### src/rtl/serial_add_ctrl.sv
// serial_add_ctrl: bit-serial WIDTH-bit adder sequencer.
// The sequencer pushes the operands one bit per clock, LSB first, through a
// single fulladd cell. A start/done/ack handshake frames each addition, and
// the result is held on sum/cout until the next accepted start.

module serial_add_ctrl #(
  parameter int WIDTH = 8
) (
  input  logic             clk,
  input  logic             rst_n,
  input  logic             start,
  input  logic [WIDTH-1:0] a,
  input  logic [WIDTH-1:0] b,
  input  logic             cin,
  input  logic             ack,
  output logic             ready,
  output logic             busy,
  output logic             done,
  output logic [WIDTH-1:0] sum,
  output logic             cout
);

  // Counter sized to hold 0..WIDTH; RUN ends on the edge where it reads WIDTH-1.
  localparam int               CNT_W    = $clog2(WIDTH + 1);
  localparam logic [CNT_W-1:0] CNT_ONE  = CNT_W'(1);
  localparam logic [CNT_W-1:0] CNT_LAST = CNT_W'(WIDTH - 1);

  typedef enum logic [1:0] {
    S_IDLE = 2'b00,
    S_RUN  = 2'b01,
    S_DONE = 2'b10
  } state_e;

  state_e           state_q;
  logic [WIDTH-1:0] a_sr_q;
  logic [WIDTH-1:0] b_sr_q;
  logic [WIDTH-1:0] sum_q;
  logic [CNT_W-1:0] cnt_q;
  logic             carry_q;
  logic             cout_q;
  logic             ready_q;
  logic             busy_q;
  logic             done_q;

  logic             fa_s_s;
  logic             fa_co_s;
  logic [WIDTH-1:0] sum_shift_d;

  // The one shared single-bit adder; it always sees the current LSBs and carry.
  fulladd u_fa (
    .a  (a_sr_q[0]),
    .b  (b_sr_q[0]),
    .ci (carry_q),
    .s  (fa_s_s),
    .co (fa_co_s)
  );

  // New sum bit enters at the MSB; a 1-bit build simply takes the bit.
  if (WIDTH == 1) begin : g_sum_w1
    assign sum_shift_d = fa_s_s;
  end else begin : g_sum_wn
    assign sum_shift_d = {fa_s_s, sum_q[WIDTH-1:1]};
  end

  // Sequencer: state, datapath registers and registered handshake outputs.
  always_ff @(posedge clk or negedge rst_n) begin
    if (!rst_n) begin
      state_q <= S_IDLE;
      a_sr_q  <= {WIDTH{1'b0}};
      b_sr_q  <= {WIDTH{1'b0}};
      sum_q   <= {WIDTH{1'b0}};
      cnt_q   <= {CNT_W{1'b0}};
      carry_q <= 1'b0;
      cout_q  <= 1'b0;
      ready_q <= 1'b1;
      busy_q  <= 1'b0;
      done_q  <= 1'b0;
    end else begin
      case (state_q)
        S_IDLE: begin
          if (start) begin
            a_sr_q  <= a;
            b_sr_q  <= b;
            carry_q <= cin;
            cnt_q   <= {CNT_W{1'b0}};
            state_q <= S_RUN;
            ready_q <= 1'b0;
            busy_q  <= 1'b1;
            done_q  <= 1'b0;
          end
        end
        S_RUN: begin
          // start and ack are deliberately not looked at while running
          sum_q   <= sum_shift_d;
          carry_q <= fa_co_s;
          a_sr_q  <= a_sr_q >> 1'b1;
          b_sr_q  <= b_sr_q >> 1'b1;
          cnt_q   <= cnt_q + CNT_ONE;
          if (cnt_q == CNT_LAST) begin
            cout_q  <= fa_co_s;
            state_q <= S_DONE;
            ready_q <= 1'b0;
            busy_q  <= 1'b0;
            done_q  <= 1'b1;
          end
        end
        S_DONE: begin
          // ack wins over a simultaneous start; the master must reissue start
          if (ack) begin
            state_q <= S_IDLE;
            ready_q <= 1'b1;
            busy_q  <= 1'b0;
            done_q  <= 1'b0;
          end
        end
        default: begin
          state_q <= S_IDLE;
          ready_q <= 1'b1;
          busy_q  <= 1'b0;
          done_q  <= 1'b0;
        end
      endcase
    end
  end

  assign ready = ready_q;
  assign busy  = busy_q;
  assign done  = done_q;
  assign sum   = sum_q;
  assign cout  = cout_q;

  serial_add_ctrl_chk #(
    .WIDTH (WIDTH)
  ) u_chk (
    .clk   (clk),
    .rst_n (rst_n),
    .ready (ready_q),
    .busy  (busy_q),
    .done  (done_q),
    .ack   (ack),
    .sum   (sum_q),
    .cout  (cout_q)
  );

endmodule

// fulladd: single-bit full adder cell shared by the serial datapath.
module fulladd (
  input  logic a,
  input  logic b,
  input  logic ci,
  output logic s,
  output logic co
);

  assign s  = a ^ b ^ ci;
  assign co = (a & b) | (a & ci) | (b & ci);

endmodule

// serial_add_ctrl_chk: handshake properties of the sequencer.
module serial_add_ctrl_chk #(
  parameter int WIDTH = 8
) (
  input  logic             clk,
  input  logic             rst_n,
  input  logic             ready,
  input  logic             busy,
  input  logic             done,
  input  logic             ack,
  input  logic [WIDTH-1:0] sum,
  input  logic             cout
);

  // Exactly one status flag is high at all times.
  a_onehot_status: assert property (
    @(posedge clk) disable iff (!rst_n) $onehot({ready, busy, done})
  );

  // An unacknowledged result stays valid and unchanged.
  a_hold_until_ack: assert property (
    @(posedge clk) disable iff (!rst_n)
      (done && !ack) |=> (done && $stable(sum) && $stable(cout))
  );

endmodule

### config.mk
export PLATFORM = sky130hd
export DESIGN_NAME = serial_add_ctrl
export DESIGN_NICKNAME = d
export VERILOG_FILES = /design/src/rtl/serial_add_ctrl.sv
export SDC_FILE = /design/constraint.sdc
export NUM_CORES = 1
export LEC_CHECK = 0
export CELL_PAD_IN_SITES_DETAIL_PLACEMENT = 1
export CELL_PAD_IN_SITES_GLOBAL_PLACEMENT = 1
export CORE_AREA = 2 2 64 66
export DETAILED_ROUTE_END_ITERATION = 12
export DIE_AREA = 0 0 66 68
export GPL_ROUTABILITY_DRIVEN = 0
export PLACE_DENSITY_LB_ADDON = 0.1
export SETUP_SLACK_MARGIN = 0.3
export SLEW_MARGIN = 20
export SYNTH_ARGS = -nofsm -noshare
export SYNTH_HDL_FRONTEND = slang
export SYNTH_SLANG_ARGS = --single-unit
### constraint.sdc
create_clock -name clk -period 3.4 [get_ports clk]
set_input_delay 0.68 -clock clk [delete_from_list [all_inputs] [get_ports clk]]
set_output_delay 0.68 -clock clk [all_outputs]
set_load 0.005 [all_outputs]
## After elaboration in Yosys (flattened, before gate mapping)

Index checks and enable logic that the tools add are counted.

- Bitwise operators: 7
- Equality and inequality tests: 6
- Add/subtract/negate cells: 1
- Multiplexer cells: 21
- Reduce and logical (&&, ||, !) cells: 5

Operators with widths:

| kind | count |
|---|---|
| 8-bit case mux with 2 select lines | 2 |
| 8-bit two-way mux | 2 |
| 1-bit case mux with 3 select lines | 3 |
| 4-bit case mux with 2 select lines | 1 |
| 1-bit two-way mux | 7 |
| 2-bit two-way mux | 3 |
| 2-bit inequality test (second input constant) | 3 |
| 2-bit case mux with 3 select lines | 1 |
| 4-bit by 1-bit adder with 4-bit output (second input constant) | 1 |
| 4-bit by 3-bit equality test with 1-bit output (second input constant) | 1 |
| 4-bit two-way mux | 1 |
| 2-bit AND reduction | 2 |
| 1-bit AND | 3 |
| 3-bit AND reduction | 1 |
| 2-bit by 1-bit equality test with 1-bit output (second input constant) | 1 |
| 2-bit equality test (second input constant) | 1 |
| 2-bit zero test | 1 |
| 1-bit bitwise OR | 2 |
| 1-bit case mux with 2 select lines | 1 |
| 2-bit nonzero test | 1 |
| 1-bit XOR | 2 |

- Word-level logic and storage cells: 50
- Bits in registers: 35
- Output and inout port bits: 12

## Longest topological paths before layout

Gate-level depths: netlist (run 1).

- Depth after elaboration: 4
- Gate-level depth with buffers: 6
- Gate-level depth less buffers: 4

## Modules after synthesis

From an unflattened synthesis (run 1), not the netlist that was laid out.

- Cell total of the unflattened synthesis: 127
- Area, all modules: 1,530.2 um2

By module, submodules not included:

| module | cells an instance | area each (um2) | times used |
|---|---|---|---|
| serial_add_ctrl | 126 | 1,510.2 | 1 |
| fulladd | 1 | 20.0 | 1 |

## Worst setup path before layout (run 1)

No wires, ideal clock.

- Path kind: register to register
- From: register cnt_q[0]
- To: register cout_q (netlist: cout)
- Slack: 2,065 ps
- Arrival time: 1,211 ps
- Cell stages (with the launch flop): 5
- Path buffers: 0
- Library setup time: 125 ps
- Period minus slack after synthesis: 1,335 ps
- Cell sequence: dfrtp_1 -> ha_1 -> and3b_1 -> nand2_1 -> mux2_2

- Cells in the longest elaborated chain, start to end: 2

RTL lines:

| item | RTL line | source |
|---|---|---|
| start, declared | 38 | `logic [CNT_W-1:0] cnt_q;` |
| start signal, assigned | 72 | `cnt_q <= {CNT_W{1'b0}};` |
| start signal, assigned | 85 | `cnt_q <= {CNT_W{1'b0}};` |
| start signal, assigned | 98 | `cnt_q <= cnt_q + CNT_ONE;` |
| 4-bit by 3-bit equality test with 1-bit output | 99 | `if (cnt_q == CNT_LAST) begin` |
| 2-bit AND reduction (no source line) | - |  |
| end signal, assigned | 100 | `cout_q <= fa_co_s;` |
| end, declared | 40 | `logic cout_q;` |

No other way between the ends.
A chain may end at the register's enable or synchronous reset.

==> key figures, run 1 <==
Status
  – Status: finished clean

Die
  – Initial Util: 39.45%
  – Number of core rows: 23
  – Core Region: 3856 µm²
  – # IOs: 33
  – Die width: 66 µm
  – Die ar.: 4488 µm²
  – Die height: 68 µm

Worst setup path
  – WP data arrival: 1.36 ns
  – R2R depth: 3
  – Delay-heaviest family, CP: buffers and inverters
  – Type of origin of the critical path: flip-flop
  – Crit path largest cell delay: 0.57 ns
  – Critical Path RT: 2.72 ns
  – Crit-path slowest cell: clkdlybuf4s50_1
  – Crit path depth: 1
  – Reg2reg start: state_q[0]
  – Max FO, Critical Path: 8
  – Setup crit end kind: primary output
  – Buf/Inv on CP: 1
  – Crit path launch: state_q[1]
  – WS Path Type: reg -> out
  – Worst Setup EP: done
  – RR Endpoint: cout
  – Reg2reg setup slack: 1.51 ns
  – Crit-path cells: clkdlybuf4s50_1

Final layout
  – Nets: 183
  – Share of layout cells above drive strength 1: 14.91%
  – Layout area overhead: 27.71%
  – Final core occ: 50.39%
  – Most frequent cells in the layout: 32 x dfrtp_1, 32 x clkdlybuf4s50_1, 19 x nand2_1
  – Fillcell total: 434
  – Finished Cell Area: 1943 µm²
  – Ant diodes: 0

Power and ir drop
  – VDD IR-drop max: 534.4 µV
  – Sequential power share: 39.1%
  – Leakage: 0.0009043 µW
  – Clock power frac: 17.3%
  – Sw power: 625.4 µW
  – Switching Share: 33.99%
  – Logic gate share of total power: 43.6%
  – Internal Power: 1215 µW
  – Power per Cell Area: 946.9 nW/µm²

STA
  – RSZ-0062 raised after global routing: false
  – Crit share post-route: 60.01%
  – Minimum clock period: 2.040 ns
  – Final Setup Violations: 0
  – Slew HR: 38.42%
  – Final Hold Fails: 0
  – Max Fclk: 490.1 MHz
  – Setup TNS: 0 ns
  – Worst slew pin tran: 0.9218 ns
  – Slew Limit Fails: 0
  – Clock Skew: 0.003881 ns

Clock tree
  – Clk buf depth: 2
  – Clock buffer count from CTS: 5
  – Clock Sinks: 33
  – CTS tree: built
  – Root Driver: clkbuf_8
  – Number of hold buffers added after cts: 0
  – H-tree lvl count: 2
  – Reg clk slew, reported paths: 0.07 ns
  – Clk_lat worst skew: 0.28 ns
  – Total setup buffers inserted after CTS: 0
  – # resized after CTS: 0

Logic synthesis
  – Syn avg cell area: 12.08 µm²
  – Library cells used by synthesis: 29
  – Post-synthesis sequential area ratio: 54.36%
  – Yosys reg bits: 33
  – Synth top area share: 52.63%
  – Synth top area cells: dfrtp_1 53%, mux2i_1 11%, mux2_2 5.2%
  – Yosys warning total: 0
  – Syn_nets: 149
  – Synthesized area: 1521 µm²
  – Largest area contributor in the netlist: dfrtp_1
  – Synth Instances: 126

GRT
  – First-pass GRT wire length: 5.057 mm
  – Total gr overflow: 0
  – All-Layer GR Usage: 15.43%
  – Largest net degree at the start of global routing: 36
  – Number of global-route vias before repair: 1115
  – Initial antenna violation count: 0

Routing
  – WL final: 3.020 mm
  – Post-DR vias/cell: 4.891
  – First-pass DRT Iterations: 3
  – Drt wl/cell: 14.31 µm
  – DRC: 0
  – 1st-iter DRT viols: 26
  – Post-DRT Antenna Nets: 0
  – Via count: 1032

Placed design
  – Placed cell area: 1842 µm²
  – Port Buffers: 32
  – Hpwl dp: 2.144 mm

Min path
  – Hold crit path type: reg -> reg

Job
  – Total of max-cap violations: 0
-- worst reg2reg max path, stage by stage, from the launching register on --
cell and delay, ns:
dfrtp_1 0.48, nor2b_4 0.82, nand2_1 0.16, mux2_2 0.32
-- cells in the mapped netlist --
library cell  count
nor2_1            3
inv_1             2
nand2_1          19
o21ai_1          15
nor2b_4           1
nand2b_1          1
o21ai_0           4
a41oi_2           1
a32o_1            1
fa_1              1
mux2i_1          16
a22o_2            1
clkbuf_2          1
o21bai_2          1
buf_12            2
mux2_4            2
mux2_2            7
dfstp_2           1
nor2b_1           2
a31oi_1           1
buf_2             2
buf_6             2
o21a_1            1
and3b_1           1
dfrtp_1          32
nand3_1           1
a21boi_0          1
a21oi_1           3
ha_1              1
-- power groups by stage --
stage	clock [µW]	combinational, µW	sequential, µW
6_report	319	802	720
5_1_grt	349	899	749
4_1_cts	334	823	722
3_5_place_dp	0	821	729
3_3_place_gp	0	784	714
2_1_floorplan	0	648	693
-- metrics by stage --
stage	setup slack [ns]	cells	hold slack, ns	total power, µW
final	1.360	211	0.4901	1840
after floorplan	2.065	126	0.3844	1342
after global placement	1.507	203	0.4665	1499
after detailed placement	1.429	203	0.4805	1550
after global routing	1.297	211	0.5251	1997
after CTS	1.326	211	0.4958	1879
-- worst min path at each step --
stage	slack [ns]	end	depth (start not counted)	from
2_1_floorplan	0.38	a_sr_q[0]	0	rst_n
3_3_place_gp	0.47	a_sr_q[4]	2	a_sr_q[4]
3_5_place_dp	0.48	a_sr_q[4]	2	a_sr_q[4]
4_1_cts	0.50	a_sr_q[4]	2	a_sr_q[4]
5_1_grt	0.53	cnt_q[3]	1	cnt_q[3]
6_report	0.49	a_sr_q[2]	2	a_sr_q[2]
-- sequential cells by signal (all words and copies together) (netlist names) --
register,cells
cout,1
cnt_q,4
b_sr_q,8
state_q,2
carry_q,1
a_sr_q,8
sum,8
ready,1
-- cells by family after synthesis --
| group | synth area share [%] |
|---|---|
| buffers and inverters | 5.592 |
| AO/OA/AOI/OAI | 11.76 |
| adder cells (fa/ha/maj) | 2.138 |
| flip-flops | 54.36 |
| multiplexers | 17.68 |
| AND/OR/NAND/NOR | 8.470 |
-- per-layer routing --
metal  global-route usage, %  part of all wire (%)  vias to the layer above
met5                       0                     0                        -
met4                   6.122                   1.3                        0
met1                   17.45                    44                      504
met2                   27.27                    50                       21
met3                   4.934                   4.8                        5
li1                        -                     -                      502
-- final cells by class --
type | instances | area [µm²] | share of cell area (%)
Sequential cell | 33 | 827.0 | 42.56
Multi-Input combinational cell | 84 | 609.3 | 31.36
Timing Repair Buffer | 34 | 335.3 | 17.26
Clock buffer | 7 | 96.34 | 4.958
Tap cell | 50 | 62.56 | 3.220
Inverter | 2 | 7.507 | 0.3863
Clock inverter | 1 | 5.005 | 0.2576
No activity file was read; power rests on OpenSTA's default activity.
==> inputs of run 2 (changes only) <==
Settings changed: CORE_AREA 2 2 64 66 to 2 2 66 68, DIE_AREA 0 0 66 68 to 0 0 68 70.
Clock period 3.4 ns to 2 ns, I/O delays scaled along.
==> run 2 against run 1 <==
Effect of this change:
- critical path type unchanged
- first-iteration DRC count increased by 35%
- global-route usage decreased by 0.34 points
- wire length increased by 3.3%
- combinational power increased by 86%
- die area increased by 6.1%
- highest routed layer unchanged
- sequential share of layout area decreased by 1.2 points
- clock skew increased by 0.0041 ns
==> key figures, run 2 (synthesis gave the netlist of run 1 again) <==
Min path
  – Hold path cells: 2 (unchanged)
  – Hold crit path type: reg -> reg

Worst setup path
  – Crit path depth: 1 (unchanged)
  – Crit-path cells: clkdlybuf4s50_1
  – Crit path largest cell delay: 0.52 ns (-0.05 ns)
  – Max FO, Critical Path: 7 (-1)
  – Type of origin of the critical path: flip-flop
  – Buf/Inv on CP: 1 (unchanged)
  – Setup crit end kind: primary output
  – Crit-path slowest cell: clkdlybuf4s50_1
  – Reg2reg setup slack: 0.55 ns (-0.96 ns)
  – WS Path Type: reg -> out
  – WP data arrival: 1.24 ns (-0.12 ns)
  – Critical Path RT: 1.60 ns (-1.12 ns)
  – Delay-heaviest family, CP: buffers and inverters
  – R2R depth: 5 (+2)

GRT
  – First-pass GRT wire length: 5.209 mm (+3.0%)
  – Largest net degree at the start of global routing: 34 (-5.6%)
  – Total gr overflow: 0 (unchanged)
  – Initial antenna violation count: 0 (unchanged)
  – Number of global-route vias before repair: 1098 (-1.5%)
  – All-Layer GR Usage: 15.10% (-0.34 points)

Power and ir drop
  – VDD IR-drop max: 996.1 µV (+86%)
  – Internal Power: 2161 µW (+78%)
  – Leakage: 0.0009394 µW (+3.9%)
  – Clock power frac: 16.9% (-0.4 points)
  – Logic gate share of total power: 45.9% (+2.3 points)
  – Sequential power share: 37.3% (-1.8 points)
  – Power per Cell Area: 1626 nW/µm² (+72%)
  – Sw power: 1098 µW (+76%)
  – Switching Share: 33.69% (-0.30 points)

Final layout
  – Reg area: 829.5 µm² (+0.30%)
  – Nets: 189 (+3.3%)
  – Layout area overhead: 31.74%
  – Commonest non-fill, non-tap cell in the layout: clkdlybuf4s50_1
  – Ant diodes: 0 (unchanged)
  – Fillcell total: 451 (+3.9%)
  – Area of the multi-input gates: 609.3 µm² (unchanged)
  – Share of layout cells above drive strength 1: 19.16% (+4.3 points)
  – Most frequent cells in the layout: 31 x clkdlybuf4s50_1, 30 x dfrtp_1, 19 x nand2_1

STA
  – Final Setup Violations: 0 (unchanged)
  – Worst slew pin tran: 0.4165 ns (-0.5052 ns)
  – Final WS setup: 0.3606 ns (-0.9990 ns)
  – RSZ-0062 raised after global routing: false
  – Slew HR: 72.23% (+34 points)
  – Minimum clock period: 1.639 ns
  – Crit share post-route: 81.97%
  – Hold slack: 0.4885 ns (-0.001656 ns)
  – Setup TNS: 0 ns (unchanged)
  – Max Fclk: 610.0 MHz
  – Slew Limit Fails: 0 (unchanged)
  – Clock Skew: 0.007963 ns (+0.004083 ns)
  – Final Hold Fails: 0 (unchanged)

Clock tree
  – Reg clk slew, reported paths: 0.07 ns (about the same)
  – Clock Sinks: 33 (unchanged)
  – Root Driver: clkbuf_8
  – Clk buf depth: 2 (unchanged)
  – Clock buffer count from CTS: 5 (unchanged)
  – Number of hold buffers added after cts: 0 (unchanged)
  – CTS tree: built
  – H-tree lvl count: 2 (unchanged)
  – Clk_lat worst skew: 0.29 ns (about the same)

Placed design
  – Port Buffers: 32 (unchanged)
  – Hpwl dp: 2.149 mm (+0.27%)
  – Setup WS pre-CTS: 0.3088 ns (-1.120 ns)

Routing
  – First-pass DRT Iterations: 4 (+1)
  – Met2 WL: 1.523 mm (+0.26%)
  – Met3 wire length: 199 µm (+38%)
  – Via count: 1051 (+1.8%)
  – Post-DRT Antenna Nets: 0 (unchanged)
  – WL final: 3.120 mm (+3.3%)
  – Met1 WL: 1.370 mm (+4.1%)
  – 1st-iter DRT viols: 35 (+35%)
  – Post-DR vias/cell: 4.799 (-1.9%)
  – DRC: 0 (unchanged)
  – Max Used Layer: met4
  – Drt wl/cell: 14.25 µm (-0.46%)

Die
  – Die width: 68 µm (+3.0%)
  – # IOs: 33 (unchanged)
  – Die ar.: 4760 µm² (+6.1%)
  – Initial Util: 36.71% (-2.7 points)
  – Core Region: 4144 µm² (+7.5%)
  – Number of core rows: 24 (+4.3%)
  – Die height: 70 µm (+2.9%)

Job
  – Total of max-cap violations: 0 (unchanged)

Status
  – Status: finished clean
-- run 2: final cells by class --
type                            instances  share of cell area (%)
Tap cell                               52                   3.246
Timing Repair Buffer                   40                   19.54
Clock buffer                            7                   4.806
Inverter                                2                  0.3745
Clock inverter                          1                  0.2497
Multi-Input combinational cell         84                   30.40
Sequential cell                        33                   41.39
-- run 2: final timing paths --
kind	from	end
max	state_q[0]	busy
min	a_sr_q[6]	a_sr_q[6]
max reg2reg	state_q[0]	cout
min reg2reg	a_sr_q[6]	a_sr_q[6]
max in group asynchronous	rst_n	ready
min in group asynchronous	rst_n	a_sr_q[0]
-- run 2: timing repair --
item,in CTS,in global routing
endpoints found under the setup margin,3,2
cloned,0,0
gates resized for setup,3,0
setup buffers,0,4
hold endpoints to repair,0,0
-- run 2: routing by layer --
layer | up-vias | GRT usage, %
met5 | - | 0
met1 | 508 | 18.20
met4 | 0 | 6.000
met2 | 25 | 23.52
li1 | 514 | -
met3 | 4 | 6.280
-- run 2: power groups by stage --
stage	combinational, µW	clock, µW	sequential [µW]
floorplan	1100	0	1180
global placement	1410	0	1220
detailed placement	1460	0	1240
CTS	1460	566	1240
global route	1660	612	1270
finish	1490	549	1210
-- run 2: metrics by stage --
stage | cell area [µm²] | total power [µW] | std cells | util [%]
6_report | 2004 | 3259 | 219 | 48.37
2_1_floorplan | 1521 | 2281 | 126 | -
5_1_grt | 2004 | 3536 | 219 | 48.37
4_1_cts | 1974 | 3262 | 215 | 47.64
3_3_place_gp | 1872 | 2627 | 207 | 45.17
3_5_place_dp | 1872 | 2704 | 207 | 45.17
-- run 2: worst reg2reg max path: cells and delay by family, from the launching register on --
family,cells,cell delay (ns)
simple gates,2,0.22
buf+inv,2,0.32
mux,1,0.34
flops,1,0.45
